[src/rtl/rng_whiten_ctrl_pkg.sv]
// Shared types and constants for the entropy whitening controller.
package rng_whiten_ctrl_pkg;
  typedef enum logic [1:0] {
    IDLE    = 2'd0,
    WARMUP  = 2'd1,
    COLLECT = 2'd2,
    HOLD    = 2'd3
  } state_t;

  localparam int DEPTH_DEF  = 13;
  localparam int WORD_W_DEF = 8;
  localparam int DROP_W     = 8;
endpackage

[src/rtl/rng_whiten_ctrl_if.sv]
// Raw-bit source and packed-word consumer signals of the whitening controller.
interface rng_whiten_ctrl_if #(parameter int WORD_W = 8);
  logic              raw_bit;
  logic              raw_valid;
  logic [WORD_W-1:0] word_out;
  logic              word_valid;
  logic              word_ready;

  modport master (output raw_bit, raw_valid, word_ready, input word_out, word_valid);
  modport slave  (input raw_bit, raw_valid, word_ready, output word_out, word_valid);
endinterface

[src/rtl/rng_whiten_ctrl_whiten_shreg.sv]
// XOR whitening shift register; o_parity is the parity of all stages as they
// will be after the current shift.
module whiten_shreg #(
  parameter int DEPTH = 13
) (
  input  logic clk,
  input  logic rst_n,
  input  logic i_clear,
  input  logic i_shift,
  input  logic i_bit,
  output logic o_parity
);
  logic [DEPTH-1:0] r_stages;

  always_ff @(posedge clk) begin
    if (rst_n || i_clear) r_stages <= '0;
    else if (i_shift)     r_stages <= {r_stages[DEPTH-2:0], i_bit};
  end

  // The last stage falls off on the shift, so it never contributes.
  assign o_parity = i_bit ^ (^r_stages[DEPTH-2:0]);
endmodule

[src/rtl/rng_whiten_ctrl.sv]
// Whitening controller: warm-up, decimation, word packing, valid/ready hold
// and a saturating count of raw bits dropped while the consumer stalls.
//   state   | meaning
//   IDLE    | stopped, no shifting
//   WARMUP  | flushing DEPTH raw bits through the register
//   COLLECT | packing decimated whitened bits into word_out
//   HOLD    | word presented, waiting for word_ready
module rng_whiten_ctrl
  import rng_whiten_ctrl_pkg::*;
#(
  parameter int DEPTH  = DEPTH_DEF,
  parameter int WORD_W = WORD_W_DEF,
  parameter int DECIM  = 1
) (
  input  logic              clk,
  input  logic              rst_n,
  input  logic              start,
  input  logic              stop,
  rng_whiten_ctrl_if.slave  bus,
  output logic              busy,
  output logic [DROP_W-1:0] drop_cnt
);
  localparam int WARM_W = $clog2(DEPTH + 1);
  localparam int BIT_W  = (WORD_W > 1) ? $clog2(WORD_W) : 1;

  state_t              r_state, w_state_next;
  logic [WARM_W-1:0]   r_warm_cnt;
  logic [3:0]          r_decim_cnt;
  logic [BIT_W-1:0]    r_bit_cnt;
  logic [WORD_W-1:0]   r_word;
  logic                r_word_valid;
  logic                r_stop_pend;
  logic [DROP_W-1:0]   r_drop_cnt;
  logic                w_shift, w_clear, w_take, w_last, w_hs, w_parity;

  whiten_shreg #(.DEPTH(DEPTH)) u_shreg (
    .clk      (clk),
    .rst_n    (rst_n),
    .i_clear  (w_clear),
    .i_shift  (w_shift),
    .i_bit    (bus.raw_bit),
    .o_parity (w_parity)
  );

  assign w_hs   = r_word_valid && bus.word_ready;
  assign w_last = (r_bit_cnt == BIT_W'(WORD_W - 1));

  always_ff @(posedge clk) begin
    if (rst_n) r_state <= IDLE;
    else       r_state <= w_state_next;
  end

  always_comb begin
    w_state_next = r_state;
    w_shift      = 1'b0;
    w_clear      = 1'b0;
    w_take       = 1'b0;
    case (r_state)
      IDLE: begin
        if (start) begin
          w_clear      = 1'b1;
          w_state_next = WARMUP;
        end
      end
      WARMUP: begin
        if (stop) w_state_next = IDLE;
        else if (bus.raw_valid) begin
          w_shift = 1'b1;
          if (r_warm_cnt == WARM_W'(DEPTH - 1)) w_state_next = COLLECT;
        end
      end
      COLLECT: begin
        if (stop) w_state_next = IDLE;
        else if (bus.raw_valid) begin
          w_shift = 1'b1;
          if (r_decim_cnt == 4'(DECIM - 1)) begin
            w_take = 1'b1;
            if (w_last) w_state_next = HOLD;
          end
        end
      end
      HOLD: begin
        // A stop arriving on the handshake cycle is honoured like a latched one.
        if (w_hs) w_state_next = (r_stop_pend || stop) ? IDLE : COLLECT;
      end
      default: w_state_next = IDLE;
    endcase
  end

  always_ff @(posedge clk) begin
    if (rst_n) begin
      r_warm_cnt   <= '0;
      r_decim_cnt  <= '0;
      r_bit_cnt    <= '0;
      r_word       <= '0;
      r_word_valid <= 1'b0;
      r_stop_pend  <= 1'b0;
      r_drop_cnt   <= '0;
    end else begin
      if (w_clear) begin
        r_warm_cnt  <= '0;
        r_decim_cnt <= '0;
        r_bit_cnt   <= '0;
        r_stop_pend <= 1'b0;
        r_drop_cnt  <= '0;
      end
      if (r_state == WARMUP && w_shift) r_warm_cnt <= r_warm_cnt + 1'b1;
      if (r_state == COLLECT && w_shift) begin
        if (w_take) begin
          r_word[r_bit_cnt] <= w_parity;
          r_bit_cnt         <= w_last ? '0 : r_bit_cnt + 1'b1;
          r_decim_cnt       <= '0;
          if (w_last) r_word_valid <= 1'b1;
        end else begin
          r_decim_cnt <= r_decim_cnt + 1'b1;
        end
      end
      if ((r_state == WARMUP || r_state == COLLECT) && stop) begin
        r_bit_cnt   <= '0;
        r_decim_cnt <= '0;
      end
      if (r_state == HOLD) begin
        if (bus.raw_valid && r_drop_cnt != '1) r_drop_cnt <= r_drop_cnt + 1'b1;
        if (stop) r_stop_pend <= 1'b1;
        if (w_hs) begin
          r_word_valid <= 1'b0;
          r_bit_cnt    <= '0;
          r_decim_cnt  <= '0;
          r_stop_pend  <= 1'b0;
        end
      end
    end
  end

  assign bus.word_out   = r_word;
  assign bus.word_valid = r_word_valid;
  assign busy           = (r_state != IDLE);
  assign drop_cnt       = r_drop_cnt;
endmodule

[src/flat_wrapper.sv]
// flat-port wrapper written by rule: the top's interface ports become plain ports
module rng_whiten_ctrl_flat import rng_whiten_ctrl_pkg::*;
#(
  parameter int DEPTH  = DEPTH_DEF,
  parameter int WORD_W = WORD_W_DEF,
  parameter int DECIM  = 1
)
  (clk, rst_n, start, stop, busy, drop_cnt, bus_raw_bit, bus_raw_valid, bus_word_ready, bus_word_out, bus_word_valid);
  rng_whiten_ctrl_if #(.WORD_W(WORD_W)) bus_i ();
  input  logic clk;
  input  logic rst_n;
  input  logic start;
  input  logic stop;
  output logic busy;
  output logic [DROP_W-1:0] drop_cnt;
  input wire logic [$bits(bus_i.raw_bit)-1:0] bus_raw_bit;
  input wire logic [$bits(bus_i.raw_valid)-1:0] bus_raw_valid;
  input wire logic [$bits(bus_i.word_ready)-1:0] bus_word_ready;
  output wire logic [$bits(bus_i.word_out)-1:0] bus_word_out;
  output wire logic [$bits(bus_i.word_valid)-1:0] bus_word_valid;
  assign bus_i.raw_bit = bus_raw_bit;
  assign bus_i.raw_valid = bus_raw_valid;
  assign bus_i.word_ready = bus_word_ready;
  assign bus_word_out = bus_i.word_out;
  assign bus_word_valid = bus_i.word_valid;
  rng_whiten_ctrl #(.DEPTH(DEPTH), .WORD_W(WORD_W), .DECIM(DECIM)) u_core (.clk(clk), .rst_n(rst_n), .start(start), .stop(stop), .bus(bus_i), .busy(busy), .drop_cnt(drop_cnt));
endmodule
[config.mk]
export PLATFORM = sky130hd
export DESIGN_NAME = rng_whiten_ctrl_flat
export DESIGN_NICKNAME = d
export VERILOG_FILES = /design/src/rtl/rng_whiten_ctrl_pkg.sv /design/src/rtl/rng_whiten_ctrl_if.sv /design/src/rtl/rng_whiten_ctrl_whiten_shreg.sv /design/src/rtl/rng_whiten_ctrl.sv /design/src/flat_wrapper.sv
export SDC_FILE = /design/constraint.sdc
export NUM_CORES = 1
export LEC_CHECK = 0
export ABC_CLOCK_PERIOD_IN_PS = 3800
export BUFFER_PORTS_ARGS = -buffer_cell sky130_fd_sc_hd__clkbuf_2
export CORE_MARGIN = 2
export CORE_UTILIZATION = 43
export CTS_BUF_LIST = sky130_fd_sc_hd__clkbuf_16
export CTS_CLUSTER_DIAMETER = 40
export CTS_CLUSTER_SIZE = 40
export DETAILED_ROUTE_END_ITERATION = 12
export SYNTH_ARGS = -nofsm -noshare
export SYNTH_HDL_FRONTEND = slang
export SYNTH_SLANG_ARGS = --single-unit
[constraint.sdc]
create_clock -name clk -period 3.8 [get_ports clk]
set_clock_uncertainty 0.05 [all_clocks]
set_input_delay 0.76 -clock clk [delete_from_list [all_inputs] [get_ports clk]]
set_output_delay 0.76 -clock clk [all_outputs]
set_load 0.005 [all_outputs]
==> reports/qor.txt, run 1 <==
Root Buffer: clkbuf_16
Finish-stage setup viols: 0
Die H: 75.4 um
hold depth: 1
Setup crit start kind: flop
postcts setup bufs: 0
met2 Use GR: 26.6%
Top Ports: 25
post-synthesis mux area share: 1.83%
GR Layer Usage met3: 5.16%
Area Overhead vs Synth: 15.1%
Critical Path RT: 3.90 ns
max-cap violation count: 0
ys async rst share: 0%
fin util: 52.3%
Hold Vio Cnt, Final: 0
vias in the first global route: 1,591
fraction of layout instances using a drive strength above 1: 13.7%
RSZ-0062 raised after global routing: no
vias: 1,837
met1 Usage GRT: 21.4%
Power Density: 406 nW/um^2
complex-gate fraction of the synthesized area: 17.2%
Slew @ Worst Pin: 0.602 ns
FMAX: 448 MHz
Worst Hold End: u_core.r_warm_cnt[3]$_SDFFE_PP0P_
ANT nets after route: 0
fin. max-slew vios: 0
Die ar.: 5680 sq um
Hold Crit Class: flop to flop
Critical R2R Launch: u_core.r_state[1]$_SDFFE_PP0P_
r2r endpoint: u_core.r_warm_cnt[2]$_SDFFE_PP0P_
CP endpoint kind: flop
largest net degree at the start of global routing: 27
gr usage total: 16.6%
crit path time final: 2.23 ns
Die X: 75.4 um
WP data arrival: 2.33 ns
flops & latches, synth: 43
drt first pass iters: 4
Syn Inst Count: 262
global route hottest layer: met2
area leader, netlist: dfxtp_1
Inserted Clock Buffers: 5
setup ws final: 1.57 ns
Port Buffers: 24
Worst-Skew Late Latency: 0.28 ns
adder-cell share of the synthesized area: 6.85%
CTS Sinks: 43
Starting DRT DRC Count: 49
Crit Path Class: flop to flop
leak pwr: 0.998 nW
most common cell after layout, fill and taps aside: dfxtp_1
count of cell types in the netlist: 44
Post-Syn Area: 2190 sq um
pre-CTS setup slack: 1.48 ns
Avg WL per Cell: 12.4 um
sequential-to-total area share from yosys stat: 39.3%
FF-to-FF setup slack: 1.57 ns
Synth Flop Type: dfxtp_1
xor-xnor portion of the synthesized cell area: 5.48%
hold_sp: u_core.r_warm_cnt[3]$_SDFFE_PP0P_
crit-path max FO: 17
post-DR vias/cell: 5.22
post-synth net total: 281
Initial Util: 45.5%
Inserted Diodes: 0
GRT overflow: 0
Final Instance Area: 2520 sq um
Worst-path clk slew: 0.06 ns
initial antenna violation count: 0
Post-synth EDFFs: 0
Setup TNS: 0 ns
Core Area: 4820 sq um
Routed WL: 4360 um
Synth Area per Inst: 8.36 sq um
Final GP Congestion: 0.847
overall power: 1.02 mW
post-layout net count: 303
status: finished clean
largest family of logic cells by synthesized area: simple AND/OR/NAND/NOR gates
Resize count post-CTS: 0
Final HPWL DP: 3000 um
synth top area cells: dfxtp_1 39%, a21oi_1 7.1%, ha_1 6.9%
Rel. slew slack: 59.8%
CTS tree: built
Cell Rows: 25
residual DRC count: 0
post-synth top area share: 39.3%
FF-to-FF path depth: 7
Worst VDD drop: 220 uV
H-tree levels: 2
clock buffer depth: 2
first-pass GRT wire length: 7250 um
Yosys warnings: 0
CTS Hold Bufs: 0
fin crit share: 58.7%
placed inst area: 2360 sq um
commonest cells after routing, fill and taps aside: 43 x dfxtp_1, 38 x nand2_1, 31 x a21oi_1
simple-gate portion of the synthesized area: 26.3%
-- cell families after synthesis --
| kind of cell | after synthesis |
|---|---|
| DFF | 43 |
| AOI/OAI and AO/OA | 62 |
| adders and majority gates | 12 |
| and+or+nand+nor | 115 |
| buffers and inverters | 17 |
| muxes | 4 |
| xor gates and xnor gates | 9 |
-- Yosys cell counts, types with 2 or more instances --
cell type / count
a211oi_1: 4
o21bai_1: 2
nand3b_1: 9
nand2b_1: 6
mux2i_1: 4
inv_1: 8
nor2_1: 24
buf_2: 2
xnor3_1: 3
a21oi_1: 31
nor2b_1: 4
xnor2_1: 5
ha_1: 12
nand3_1: 15
nand2_1: 38
nand4_1: 5
and3_1: 2
a31oi_1: 2
clkbuf_1: 6
o21ai_0: 8
and2_1: 2
or3b_2: 2
dfxtp_1: 43
o21ai_1: 4
a221oi_1: 2
-- worst max-delay path: stages (launching register included) --
cell	delay, ns
dfxtp_1	0.36
inv_1	0.10
ha_1	0.38
and3b_1	0.58
and2_1	0.28
a21oi_1	0.09
o21ai_0	0.18
a21oi_1	0.08
-- registers in the layout, indices dropped and copies added, names as in the netlist --
signal / cells
u_core.bus.word_valid: 1
u_core.drop_cnt: 8
u_core.bus.word_out: 8
u_core.r_state: 2
u_core.r_decim_cnt: 4
u_core.r_stop_pend: 1
u_core.r_warm_cnt: 4
u_core.r_bit_cnt: 3
u_core.u_shreg.r_stages: 12
-- worst max path at each step --
stage / to / start / cells past startpoint
after global placement: u_core.r_warm_cnt[2]$_SDFFE_PP0P_ / stop / 6
after CTS: u_core.r_warm_cnt[2]$_SDFFE_PP0P_ / u_core.r_state[1]$_SDFFE_PP0P_ / 7
after detailed placement: u_core.r_warm_cnt[2]$_SDFFE_PP0P_ / stop / 6
after floorplan: u_core.r_decim_cnt[2]$_SDFF_PP0_ / stop / 4
after global routing: u_core.r_warm_cnt[2]$_SDFFE_PP0P_ / u_core.r_state[1]$_SDFFE_PP0P_ / 7
final: u_core.r_warm_cnt[2]$_SDFFE_PP0P_ / u_core.r_state[1]$_SDFFE_PP0P_ / 7
-- stage by stage --
| stage | instances | hold slack, ns |
|---|---|---|
| CTS | 352 | 0.417 |
| finish | 352 | 0.411 |
| global route | 352 | 0.436 |
| detailed placement | 344 | 0.408 |
| floorplan | 262 | 0.377 |
| global placement | 344 | 0.397 |
-- per-layer routing --
metal,wire length (um),share of wire [%]
met1,2130,49
met3,134,3.1
met5,0,0
met4,59,1.4
met2,2030,47
-- area by class of cell --
cell class | instances | area [sq um]
inverter | 8 | 30.0
sequential | 43 | 861
timing repair buffer | 24 | 120
clock buffer | 5 | 125
fill | 488 | 2300
clock inverter | 3 | 38.8
tap | 67 | 83.8
multi-input combinational | 202 | 1260
-- power by group --
group,switching [mW],total (mW),internal (mW)
Clock,0.171,0.478,0.306
Combinational,0.0578,0.0888,0.0310
Sequential,0.00245,0.456,0.454
Total,0.232,1.02,0.791
No activity file was read; power rests on OpenSTA's default activity.
==> run 2, diff against run 1 <==
--- a/config.mk
+++ b/config.mk
@@ -5,7 +5,8 @@
 export SDC_FILE = /design/constraint.sdc
 export NUM_CORES = 1
 export LEC_CHECK = 0
-export ABC_CLOCK_PERIOD_IN_PS = 3800
+export ABC_AREA = 1
+export ABC_CLOCK_PERIOD_IN_PS = 2100
 export BUFFER_PORTS_ARGS = -buffer_cell sky130_fd_sc_hd__clkbuf_2
 export CORE_MARGIN = 2
 export CORE_UTILIZATION = 43
==> constraint.sdc (replaced) <==
create_clock -name clk -period 2.1 [get_ports clk]
set_clock_uncertainty 0.05 [all_clocks]
set_input_delay 0.42 -clock clk [delete_from_list [all_inputs] [get_ports clk]]
set_output_delay 0.42 -clock clk [all_outputs]
set_load 0.005 [all_outputs]
==> run 2 against run 1 <==
Against the previous run:
- area after synthesis rose by 9.9%
- hold slack got worse by 0.031 ns
- setup slack got worse by 1.3 ns
- sequential power rose by 85%
- synthesized cell count rose by 41%
- core utilization fell by 0.92 points
- die area rose by 9.3%
- register-to-register slack got worse by 1.3 ns
- count of clock-buffer cells in the layout did not move
- non-clock buffer count rose by 5
==> reports/qor.txt, run 2 <==
status: finished clean
CTS tree: built
area leader, netlist: dfxtp_1
max reg flops: 12
largest net degree at the start of global routing: 16
Worst-path clk slew: 0.06 ns
FF-to-FF setup slack: 0.28 ns
area occupied by multi-input gates: 1270 sq um
Reg power frac: 41.1%
Resize count post-CTS: 0
Rel. slew slack: 69.3%
NetSw: 0.475 mW
flops & latches, synth: 43
crit-path max FO: 13
Yosys warnings: 0
GRT overflow: 0
largest family of logic cells by synthesized area: simple AND/OR/NAND/NOR gates
commonest cells after routing, fill and taps aside: 107 x nand2_1, 61 x inv_1, 43 x dfxtp_1
residual DRC count: 0
Inserted Diodes: 0
Synth Flop Type: dfxtp_1
Routed WL: 4820 um
Top Ports: 25
CTS Sinks: 43
max-cap violation count: 0
Syn Inst Count: 370
post-synthesis mux area share: 0%
Core Area: 5470 sq um
vias in the first global route: 2,045
most used cell, CP: nand2_1
Slew @ Worst Pin: 0.459 ns
Final HPWL DP: 3600 um
RSZ-0062 raised after global routing: no
Root Buffer: clkbuf_16
Hold Vio Cnt, Final: 0
Inserted Clock Buffers: 5
largest reg by FF count: u_core.u_shreg.r_stages
postcts setup bufs: 0
ys async rst share: 0%
count of cell types in the netlist: 27
Final GP Congestion: 0.817
Finish-stage setup viols: 0
complex-gate fraction of the synthesized area: 12.3%
vias: 2,218
gr usage total: 17.8%
Setup crit start kind: flop
FF-to-FF path depth: 10
drt first pass iters: 4
Critical Path RT: 2.26 ns
fin util: 51.4%
xor-xnor portion of the synthesized cell area: 1.82%
fraction of layout instances using a drive strength above 1: 11.5%
Largest stage delay, worst path: 0.38 ns
first-pass GRT wire length: 8970 um
Starting DRT DRC Count: 62
Crit Path Class: flop to flop
Hold Crit Class: input pin to flop
ANT nets after route: 0
crit-path cells: inv_1, ha_1, nand2_1, nor2_4, nand2_4, nor2_4, nand3_1, nand2_1, nand2_1, a21oi_1
Post-synth EDFFs: 0
simple-gate portion of the synthesized area: 32.5%
FMAX: 548 MHz
count leader, synth: nand2_1
hold depth: 2
Initial Util: 44.0%
CP max-delay cell: dfxtp_1
combinational fraction of design power: 11.3%
Area Overhead vs Synth: 16.9%
post-layout net count: 419
CP endpoint kind: flop
Die H: 78.8 um
clock buffer depth: 2
Die ar.: 6210 sq um
Worst-Skew Late Latency: 0.28 ns
initial antenna violation count: 0
Port Buffers: 24
fin. max-slew vios: 0
H-tree levels: 2
leak pwr: 1.36 nW
sequential-to-total area share from yosys stat: 35.8%
Power Density: 731 nW/um^2
top post-synthesis cells by count: 107 x nand2_1, 60 x inv_1, 43 x dfxtp_1
clock share of power: 47.7%
internal power: 1.58 mW
FF+latch area: 861 sq um
post-synth net total: 389
Sw Ratio: 23.1%
fin crit share: 86.9%
Synth Area per Inst: 6.51 sq um
Cell Rows: 27
Die X: 78.8 um
post-synth top area share: 35.8%
synth top area cells: dfxtp_1 36%, nand2_1 17%, inv_1 9.4%
hold_ws: 0.381 ns
most common cell after layout, fill and taps aside: nand2_1
crit path time final: 1.82 ns
Avg WL per Cell: 10.2 um
# fillers: 592
WP data arrival: 1.99 ns
Post-Syn Area: 2410 sq um
CTS Hold Bufs: 0
Worst VDD drop: 434 uV
adder-cell share of the synthesized area: 6.24%
post-DR vias/cell: 4.69
Setup TNS: 0 ns
## run 2: cell types whose count changed after synthesis, moves of 6 or more
cell	before	now
nand3_1	15	26
a211oi_1	4	11
nand2b_1	6	0
nand3b_1	9	0
inv_1	8	60
nor2_1	24	40
nand2_1	38	107
## run 2: layer usage
| metal | track usage (%) | share of wire (%) | up-vias |
|---|---|---|---|
| met4 | 5.52 | 0.77 | 0 |
| met2 | 27.9 | 43 | 29 |
| li1 | - | - | 1223 |
| met5 | 0 | 0 | - |
| met3 | 3.86 | 3.0 | 2 |
| met1 | 24.7 | 53 | 964 |
## run 2: final cells by class
cell class / instances / share of cell area (%)
timing repair buffer: 29 / 5.60
inverter: 65 / 8.67
tap: 72 / 3.20
sequential: 43 / 30.6
clock inverter: 3 / 2.27
multi-input combinational: 256 / 45.2
clock buffer: 5 / 4.45
## run 2: critical path, delay by kind of cell (launching register included)
family / cells / cell delay [ns]
fa+ha+maj: 1 / 0.30
simple gates: 7 / 0.82
compound gates: 1 / 0.11
flops: 1 / 0.38
buf+inv: 1 / 0.10
## run 2: cells by family after synthesis
logic type	Yosys count
fa+ha+maj	12
buf+inv	71
xor+xnor	5
compound gates	53
simple gates	186
flops	43
## run 2: power groups by stage
stage	logic, mW	registers (mW)	clock network, mW
2_1_floorplan	0.167	0.860	0
3_3_place_gp	0.232	0.862	0
3_5_place_dp	0.232	0.862	0
4_1_cts	0.233	0.844	1.01
5_1_grt	0.276	0.846	1.04
6_report	0.232	0.845	0.980
## run 2: stage by stage
stage	instance area [sq um]	power, mW	std cells	worst slack (ns)
finish	2810	2.06	473	0.276
global placement	2630	1.09	465	0.305
floorplan	2410	1.03	370	0.441
CTS	2810	2.09	473	0.255
detailed placement	2630	1.09	465	0.272
global route	2810	2.17	473	0.0261
## run 2: path summary, 6_finish.rpt
check / endpoint / from
setup / recovery: u_core.bus.word_out[6]$_SDFFE_PP0P_ / u_core.r_state[1]$_SDFFE_PP0P_
hold / removal: u_core.r_warm_cnt[2]$_SDFFE_PP0P_ / rst_n
setup reg to reg: u_core.bus.word_out[6]$_SDFFE_PP0P_ / u_core.r_state[1]$_SDFFE_PP0P_
hold reg to reg: u_core.r_stop_pend$_SDFF_PP0_ / u_core.r_stop_pend$_SDFF_PP0_
